$ cat config.mk
export PLATFORM = sky130hd
export DESIGN_NAME = timer256_regs
export DESIGN_NICKNAME = d
export VERILOG_FILES = /design/src/rtl/timer256_regs.sv
export SDC_FILE = /design/constraint.sdc
export NUM_CORES = 1
export LEC_CHECK = 0
export BUFFER_PORTS_ARGS = -buffer_cell sky130_fd_sc_hd__buf_2
export CORE_ASPECT_RATIO = 1.75
export CORE_MARGIN = 2
export CORE_UTILIZATION = 42
export CTS_CLUSTER_SIZE = 14
export DETAILED_ROUTE_END_ITERATION = 16
export GPL_TIMING_DRIVEN = 0
export PLACE_DENSITY = 0.8
export SYNTH_ARGS = -nofsm -noshare
export SYNTH_HDL_FRONTEND = slang
export SYNTH_SLANG_ARGS = --single-unit
$ cat constraint.sdc
create_clock -name rt_clk -period 1.5 [get_ports rt_clk]
set_clock_uncertainty 0.05 [all_clocks]
set_input_delay 0.3 -clock rt_clk [delete_from_list [all_inputs] [get_ports rt_clk]]
set_output_delay 0.3 -clock rt_clk [all_outputs]
set_load 0.005 [all_outputs]
$ cat src/rtl/timer256_regs.sv
// Register front end for the 256 Hz real-time timer: prescaler, 8-bit counter,
// CTRL/CNT bus decode and registered one-cycle IRQ strobes at 32/8/2/1 Hz.
module timer256_regs #(
    parameter int          PRESCALE  = 128,
    parameter logic [23:0] CTRL_ADDR = 24'h2040,
    parameter logic [23:0] CNT_ADDR  = 24'h2041
) (
    input  logic        rt_clk,
    input  logic        reset,
    input  logic        bus_write,
    input  logic        bus_read,
    input  logic [23:0] bus_address_in,
    input  logic [7:0]  bus_data_in,
    output logic [7:0]  bus_data_out,
    output logic        bus_data_valid,
    output logic [7:0]  timer,
    output logic        irq_32hz,
    output logic        irq_8hz,
    output logic        irq_2hz,
    output logic        irq_1hz
);

    localparam int            PW      = (PRESCALE > 1) ? $clog2(PRESCALE) : 1;
    localparam logic [PW-1:0] PRE_MAX = PW'(PRESCALE - 1);

    logic          enable;
    logic [PW-1:0] prescaler;
    logic          ctrl_hit;
    logic          cnt_hit;
    logic          ctrl_write;
    logic          clear;
    logic          tick;
    logic          read_hit;
    logic [7:0]    timer_next;
    logic [7:0]    falls;
    logic [7:0]    read_data;

    always_comb begin
        ctrl_hit   = (bus_address_in == CTRL_ADDR);
        cnt_hit    = (bus_address_in == CNT_ADDR);
        ctrl_write = bus_write & ctrl_hit;
        clear      = ctrl_write & bus_data_in[1];
        tick       = enable & (prescaler == PRE_MAX);
        read_hit   = bus_read & (ctrl_hit | cnt_hit);
        timer_next = timer + 8'd1;
        falls      = timer & ~timer_next;
    end

    // Reads return pre-edge state, so the clear bit and a concurrent increment are never visible.
    always_comb begin
        read_data = timer;
        if (ctrl_hit) begin
            read_data = {7'b0, enable};
        end
    end

    always_ff @(posedge rt_clk) begin
        if (reset) begin
            enable         <= 1'b0;
            prescaler      <= '0;
            timer          <= 8'd0;
            bus_data_out   <= 8'd0;
            bus_data_valid <= 1'b0;
            irq_32hz       <= 1'b0;
            irq_8hz        <= 1'b0;
            irq_2hz        <= 1'b0;
            irq_1hz        <= 1'b0;
        end else begin
            if (ctrl_write) begin
                enable <= bus_data_in[0];
            end

            irq_32hz <= 1'b0;
            irq_8hz  <= 1'b0;
            irq_2hz  <= 1'b0;
            irq_1hz  <= 1'b0;
            if (clear) begin
                timer     <= 8'd0;
                prescaler <= '0;
            end else if (tick) begin
                timer     <= timer_next;
                prescaler <= '0;
                irq_32hz  <= falls[2];
                irq_8hz   <= falls[4];
                irq_2hz   <= falls[6];
                irq_1hz   <= falls[7];
            end else if (enable) begin
                prescaler <= prescaler + PW'(1);
            end

            bus_data_valid <= read_hit;
            if (read_hit) begin
                bus_data_out <= read_data;
            end
        end
    end

endmodule

==> summary.txt, run 1 <==
Critical Path, Cell by Cell -> ha_1 > nand4_1 > buf_6 > nor2_4 > buf_6 > mux2i_1 > nor2_1
antenna-violating nets left -> 0
number of synthesized flops with an enable pin -> 0
Worst R2R Setup Slack -> 0.05 ns
Chip Height -> 79.8 microns
vias in the first global route -> 1247
Clk Latency, worst-skew pair -> 0.28 ns
pin count of the biggest net entering global routing -> 11
Power Dens Cells -> 764 nW/um^2
CTS sink cnt -> 29
count of pins over their slew limit -> 0
mux contribution to synthesized area -> 10.2%
Detailed Routing Iterations Pass 1 -> 4
Nets -> 250
initial antenna violation count -> 0
clock share of power -> 41.1%
post-synthesis sequential area ratio -> 42.1%
Post-Synth Simple-Gate Area -> 28.3%
Avg Cell Area, Syn -> 9.63 sq um
area share of the largest cell type after synthesis -> 42.1%
drt drc -> 0
Max Cap Viol -> 0
maximum clock frequency -> 690 MHz
total CTS buffers -> 5
GR Util met2 -> 32.3%
Worst-path clk slew -> 0.06 ns
final WL -> 3.10 mm
routed len/inst -> 12.3 microns
post-synthesis adder-cell area fraction -> 5.45%
crit path capture type -> register
Slew headroom -> 60.1%
layout cells sized above 1 -> 41.1%
DIE AREA -> 3770 sq um
first-pass GRT wire length -> 4.86 mm
multi-input logic area -> 766 sq um
GR Overflow Total -> 0
synthesized instance count -> 143
Initial Util -> 43.8%
Power Internal -> 1.14 mW
buffers added on ports -> 50
Top Usage Layer GRT -> met2
Core ar. -> 3140 sq um
area delta synth->final -> 37.5%
crit-path leading delay family -> flip-flops
Sw Share -> 21.2%
#FFs+latches synth -> 29
ANT cells -> 0
vias per cell -> 4.92
DR vias -> 1240
all-layer global routing usage -> 18.3%
TritonCTS clock tree -> yes
result of the run -> completed
row cnt -> 27
Yosys warnings -> 0
Seq pwr share -> 53.0%
static leakage -> 0.797 nW
WS Path Type -> register to register
Register Area -> 592 sq um
# IOs -> 57
Final TNS setup -> 0 ns
most used cell, CP -> buf_6
CP bufs+invs -> 2
met3 Use GR -> 5.66%
CTS max path bufs -> 2
Compound-Gate Fraction of Synth Area -> 2.54%
main combinational cell family by area after synthesis -> simple AND/OR/NAND/NOR gates
ranking of synthesized cells by area -> dfxtp_1 42%, mux2i_1 10%, ha_1 5.4%, nor2_1 5.2%, nand2_1 3.8%
synthesized net count -> 185
power consumption -> 1.45 mW
Final Hold Fails -> 0
Worst Path Arrival -> 1.56 ns
Critical Path RT -> 1.61 ns
CTS root buf -> clkbuf_8
Synth Cell Area -> 1380 sq um
hold_buf cts -> 0
Combinational Power Share -> 5.9%
top cell type by total area after synthesis -> dfxtp_1
Main synth FF type -> dfxtp_1
post-synthesis xor/xnor area fraction -> 5.72%
GR Layer Usage met1 -> 15.7%
Post-synth ARST share -> 0%
Filler Cell Count -> 279
DIE WIDTH -> 47.3 microns
min Tclk post-route -> 1.45 ns
period utilisation layout -> 96.6%
H-Tree Depth -> 2
startpoint types -> register
Post-DP HPWL -> 2.16 mm
Psw -> 306 uW
synth unique cells -> 30
Setup-failing EPs final -> 0
Max stage delay on crit path -> 0.34 ns
critical-path maximum fanout -> 5
Worst-Margin Slew -> 0.599 ns
drt initial violations -> 21
slowest library cell on the worst path -> dfxtp_2
VDD IR max -> 0.611 mV
Worst Hold Class -> input port to register
gpl congestion -> 0.802
-- power groups by stage --
stage | Combinational (mW) | Sequential (mW) | Clock, mW
2_1_floorplan | 0.0323 | 0.787 | 0
3_3_place_gp | 0.0839 | 0.787 | 0
3_5_place_dp | 0.0849 | 0.787 | 0
4_1_cts | 0.0855 | 0.769 | 0.620
5_1_grt | 0.0918 | 0.766 | 0.650
6_report | 0.0852 | 0.767 | 0.596
-- layout by cell type (no fill, tap or decap), types with 3 or more instances in the layout --
cell type and n:
buf_2 51, dfxtp_1 24, nor2_1 19, mux2i_1 14, nand2_1 14, buf_4 8
nand2b_1 7, xnor2_1 6, nor3_1 6, buf_6 5, clkbuf_8 5, nand4_1 4
nand3_1 4, nor4_1 4, clkbuf_1 4, ha_1 4, xor2_1 3, dfxtp_2 3
-- per-layer routing --
metal,wire [microns],vias to the layer above
li1,-,624
met5,0,-
met2,1760,23
met3,102,10
met1,1120,583
met4,123,0
-- metrics by stage --
| stage | cells | util (%) | hold slack (ns) | area (sq um) | setup WS (ns) |
|---|---|---|---|---|---|
| detailed placement | 236 | 53.7 | 0.412 | 1690 | -0.327 |
| global placement | 236 | 53.7 | 0.406 | 1690 | -0.306 |
| global route | 252 | 60.3 | 0.247 | 1890 | -0.0252 |
| floorplan | 143 | - | 0.376 | 1380 | -0.0457 |
| finish | 252 | 60.3 | 0.233 | 1890 | 0.0510 |
| CTS | 248 | 57.7 | 0.218 | 1810 | 0.0142 |
-- synthesized netlist by cell type, types with 3 or more instances --
cell type and instances:
xnor2_1 6, nor4_1 5, xor2_1 3, nor2_1 19, dfxtp_1 29, ha_1 6, nand3_1 4, nand4_1 4
mux2i_1 14, nor3_1 6, nand2_1 14, nand2b_1 7
-- sequential cells by signal (all words and copies together) (netlist names) --
register / flops
irq_8hz: 1
bus_data_out: 8
timer: 8
irq_1hz: 1
irq_2hz: 1
bus_data_valid: 1
enable: 1
prescaler: 7
irq_32hz: 1
-- timing repair --
action | 4_1_cts | 5_1_grt
buffers inserted | 4 | 4
endpoints found under the setup margin | 17 | 18
gates resized for setup | 6 | 12
pin swaps | 2 | 2
hold endpoints to repair | 0 | 0
-- tightest hold or removal path: cells and delay by family --
kind,cells,cell delay [ns]
buf+inv,1,0.12
simple gates,2,0.10
-- cell families after synthesis --
group	after synthesis
adder cells (fa/ha/maj)	6
buffers and inverters	10
AND/OR/NAND/NOR	70
AO/OA/AOI/OAI	5
XOR/XNOR	9
flip-flops	29
multiplexers	14
-- path summary, 6_finish.rpt --
path / from / endpoint / depth (start not counted)
setup / recovery: prescaler[0] / timer[2] / 7
hold / removal: bus_read / bus_data_valid / 3
setup reg to reg: prescaler[0] / timer[2] / 7
hold reg to reg: bus_data_out[4] / bus_data_out[4] / 2
-- area by class of cell --
cell class	instances	area share [%]
Inverter	2	0.396
Clock buffer	8	4.23
Tap cell	43	2.84
Multi-Input combinational cell	104	40.4
Sequential cell	29	31.2
Buffer	8	4.10
Timing Repair Buffer	58	16.8
(Power assumes the default switching activity.)
==> run 2, diff against run 1 <==
--- a/config.mk
+++ b/config.mk
@@ -13,6 +13,7 @@
 export DETAILED_ROUTE_END_ITERATION = 16
 export GPL_TIMING_DRIVEN = 0
 export PLACE_DENSITY = 0.8
+export RECOVER_POWER = 25
 export SYNTH_ARGS = -nofsm -noshare
 export SYNTH_HDL_FRONTEND = slang
 export SYNTH_SLANG_ARGS = --single-unit
==> summary.txt, run 2 (synthesis gave the netlist of run 1 again) <==
result of the run -> completed (unchanged)
Largest regs -> bus_data_out x8, timer x8, prescaler x7 (unchanged)
GR Overflow Total -> 0 (unchanged)
met1 WL -> 1.12 mm (about the same)
WP depth -> 7 (unchanged)
static leakage -> 0.779 nW (was 0.797 nW)
DR WL met3 -> 102 microns (unchanged)
Worst R2R Setup Slack -> 0.05 ns (about the same)
CP bufs+invs -> 2 (unchanged)
Crit Reg-Reg Startpoint -> prescaler[0] (unchanged)
all-layer global routing usage -> 18.3% (unchanged)
# IOs -> 57 (unchanged)
Max stage delay on crit path -> 0.34 ns (about the same)
final WL -> 3.11 mm (was 3.10 mm)
Hold Path Sink -> bus_data_valid (unchanged)
Critical Path, Cell by Cell -> ha_1 > nand4_1 > buf_6 > nor2_4 > buf_6 > mux2i_1 > nor2_1 (unchanged)
pin count of the biggest net entering global routing -> 11 (unchanged)
WS Path Type -> register to register (unchanged)
ANT cells -> 0 (unchanged)
reg2reg end -> timer[2] (unchanged)
Chip Height -> 79.8 microns (unchanged)
most used cell, CP -> buf_6 (unchanged)
worst hold start -> bus_read (unchanged)
commonest non-fill, non-tap cell in the layout -> buf_2 (unchanged)
TritonCTS clock tree -> yes (unchanged)
crit path capture type -> register (unchanged)
Final TNS setup -> 0 ns (unchanged)
Worst Hold Class -> input port to register (unchanged)
maximum clock frequency -> 690 MHz (unchanged)
Detailed Routing Iterations Pass 1 -> 4 (unchanged)
Clk Latency, worst-skew pair -> 0.28 ns (about the same)
DR vias -> 1240 (unchanged)
top sig layer -> met4 (unchanged)
Worst-path clk slew -> 0.06 ns (about the same)
buffers added on ports -> 50 (unchanged)
CTS sink cnt -> 29 (unchanged)
Hold Crit Depth -> 3 (unchanged)
WL met2 -> 1.76 mm (unchanged)
Slew headroom -> 60.1% (unchanged)
Post-DP HPWL -> 2.16 mm (unchanged)
slowest library cell on the worst path -> dfxtp_2 (unchanged)
reg2reg path depth -> 7 (unchanged)
drt initial violations -> 18 (was 21)
antenna-violating nets left -> 0 (unchanged)
routed len/inst -> 12.3 microns (about the same)
DIE WIDTH -> 47.3 microns (unchanged)
Final Hold Fails -> 0 (unchanged)
row cnt -> 27 (unchanged)
Nets -> 250 (unchanged)
Final Core Density -> 60.1% (was 60.3%)
Initial Util -> 43.8% (unchanged)
Core ar. -> 3140 sq um (unchanged)
vias in the first global route -> 1247 (unchanged)
CTS root buf -> clkbuf_8 (unchanged)
vias per cell -> 4.92 (unchanged)
total CTS buffers -> 5 (unchanged)
WHS -> 0.233 ns (unchanged)
drt drc -> 0 (unchanged)
Critical Path RT -> 1.61 ns (about the same)
DIE AREA -> 3770 sq um (unchanged)
min Tclk post-route -> 1.45 ns (unchanged)
crit-path leading delay family -> flip-flops (unchanged)
Setup-failing EPs final -> 0 (unchanged)
first-pass GRT wire length -> 4.86 mm (unchanged)
startpoint types -> register (unchanged)
most frequent cells in the layout -> 47 x buf_2, 24 x dfxtp_1, 19 x nor2_1 (was 51 x buf_2, 24 x dfxtp_1, 19 x nor2_1)
Max Cap Viol -> 0 (unchanged)
VDD IR max -> 0.611 mV (unchanged)
Worst Path Arrival -> 1.56 ns (about the same)
initial antenna violation count -> 0 (unchanged)
Worst-Margin Slew -> 0.599 ns (unchanged)
power consumption -> 1.45 mW (unchanged)
area delta synth->final -> 37.1% (was 37.5%)
H-Tree Depth -> 2 (unchanged)
period utilisation layout -> 96.6% (unchanged)
gpl congestion -> 0.802 (unchanged)
Power Dens Cells -> 766 nW/um^2 (was 764 nW/um^2)
CTS max path bufs -> 2 (unchanged)
count of pins over their slew limit -> 0 (unchanged)
layout cells sized above 1 -> 39.2% (was 41.1%)
critical-path maximum fanout -> 5 (unchanged)
==> run 2: changes by cell type in the layout (fill, tap and decap cells not counted), sizes merged <==
cell    previous run  this run
buf               65        61
clkbuf             9        13
==> run 2: timing repair <==
| item | 4_1_cts | 5_1_grt |
|---|---|---|
| resized for setup | 6 | 12 |
| endpoints found under the setup margin | 17 | 18 |
| pin swaps | 2 | 2 |
| hold buffers | 0 | 0 |
| buffers inserted | 4 | 4 |
==> run 2: final cells by class <==
cell class                 count  area [sq um]
buffer                         8          77.6
clock buffer                   8          80.1
fill                         279          1250
inverter                       2          7.51
multi-input combinational    104           766
sequential                    29           592
tap                           43          53.8
timing repair buffer          58           313
==> run 2: worst max-delay path by stage <==
stage | from | endpoint
final | prescaler[0] | timer[2]
after global routing | prescaler[0] | timer[2]
after CTS | prescaler[0] | timer[2]
after detailed placement | bus_address_in[7] | irq_2hz
after global placement | bus_address_in[7] | irq_2hz
after floorplan | bus_address_in[7] | timer[0]
==> run 2: metal layers <==
layer	up-vias	GRT usage, %
met5	-	0
met4	0	12.8
met3	10	5.66
met2	23	32.3
met1	583	15.7
li1	624	-
==> run 2: stage by stage <==
stage          cells  area [sq um]  setup slack (ns)
2_1_floorplan    143          1380           -0.0457
3_3_place_gp     236          1690            -0.306
3_5_place_dp     236          1690            -0.327
4_1_cts          248          1810            0.0142
5_1_grt          252          1890           -0.0252
6_report         252          1890            0.0510
==> run 2: report_power, final <==
part | switching (mW) | total, mW | internal [mW] | leakage (nW)
registers | 0.00000000416 | 0.767 | 0.767 | 0.237
clock network | 0.267 | 0.596 | 0.328 | 0.0395
logic | 0.0390 | 0.0852 | 0.0462 | 0.503
total | 0.306 | 1.45 | 1.14 | 0.779
==> run 2: worst min-delay path: cells and delay by family <==
kind | cells | cell delay [ns]
and+or+nand+nor | 2 | 0.10
buffers and inverters | 1 | 0.12
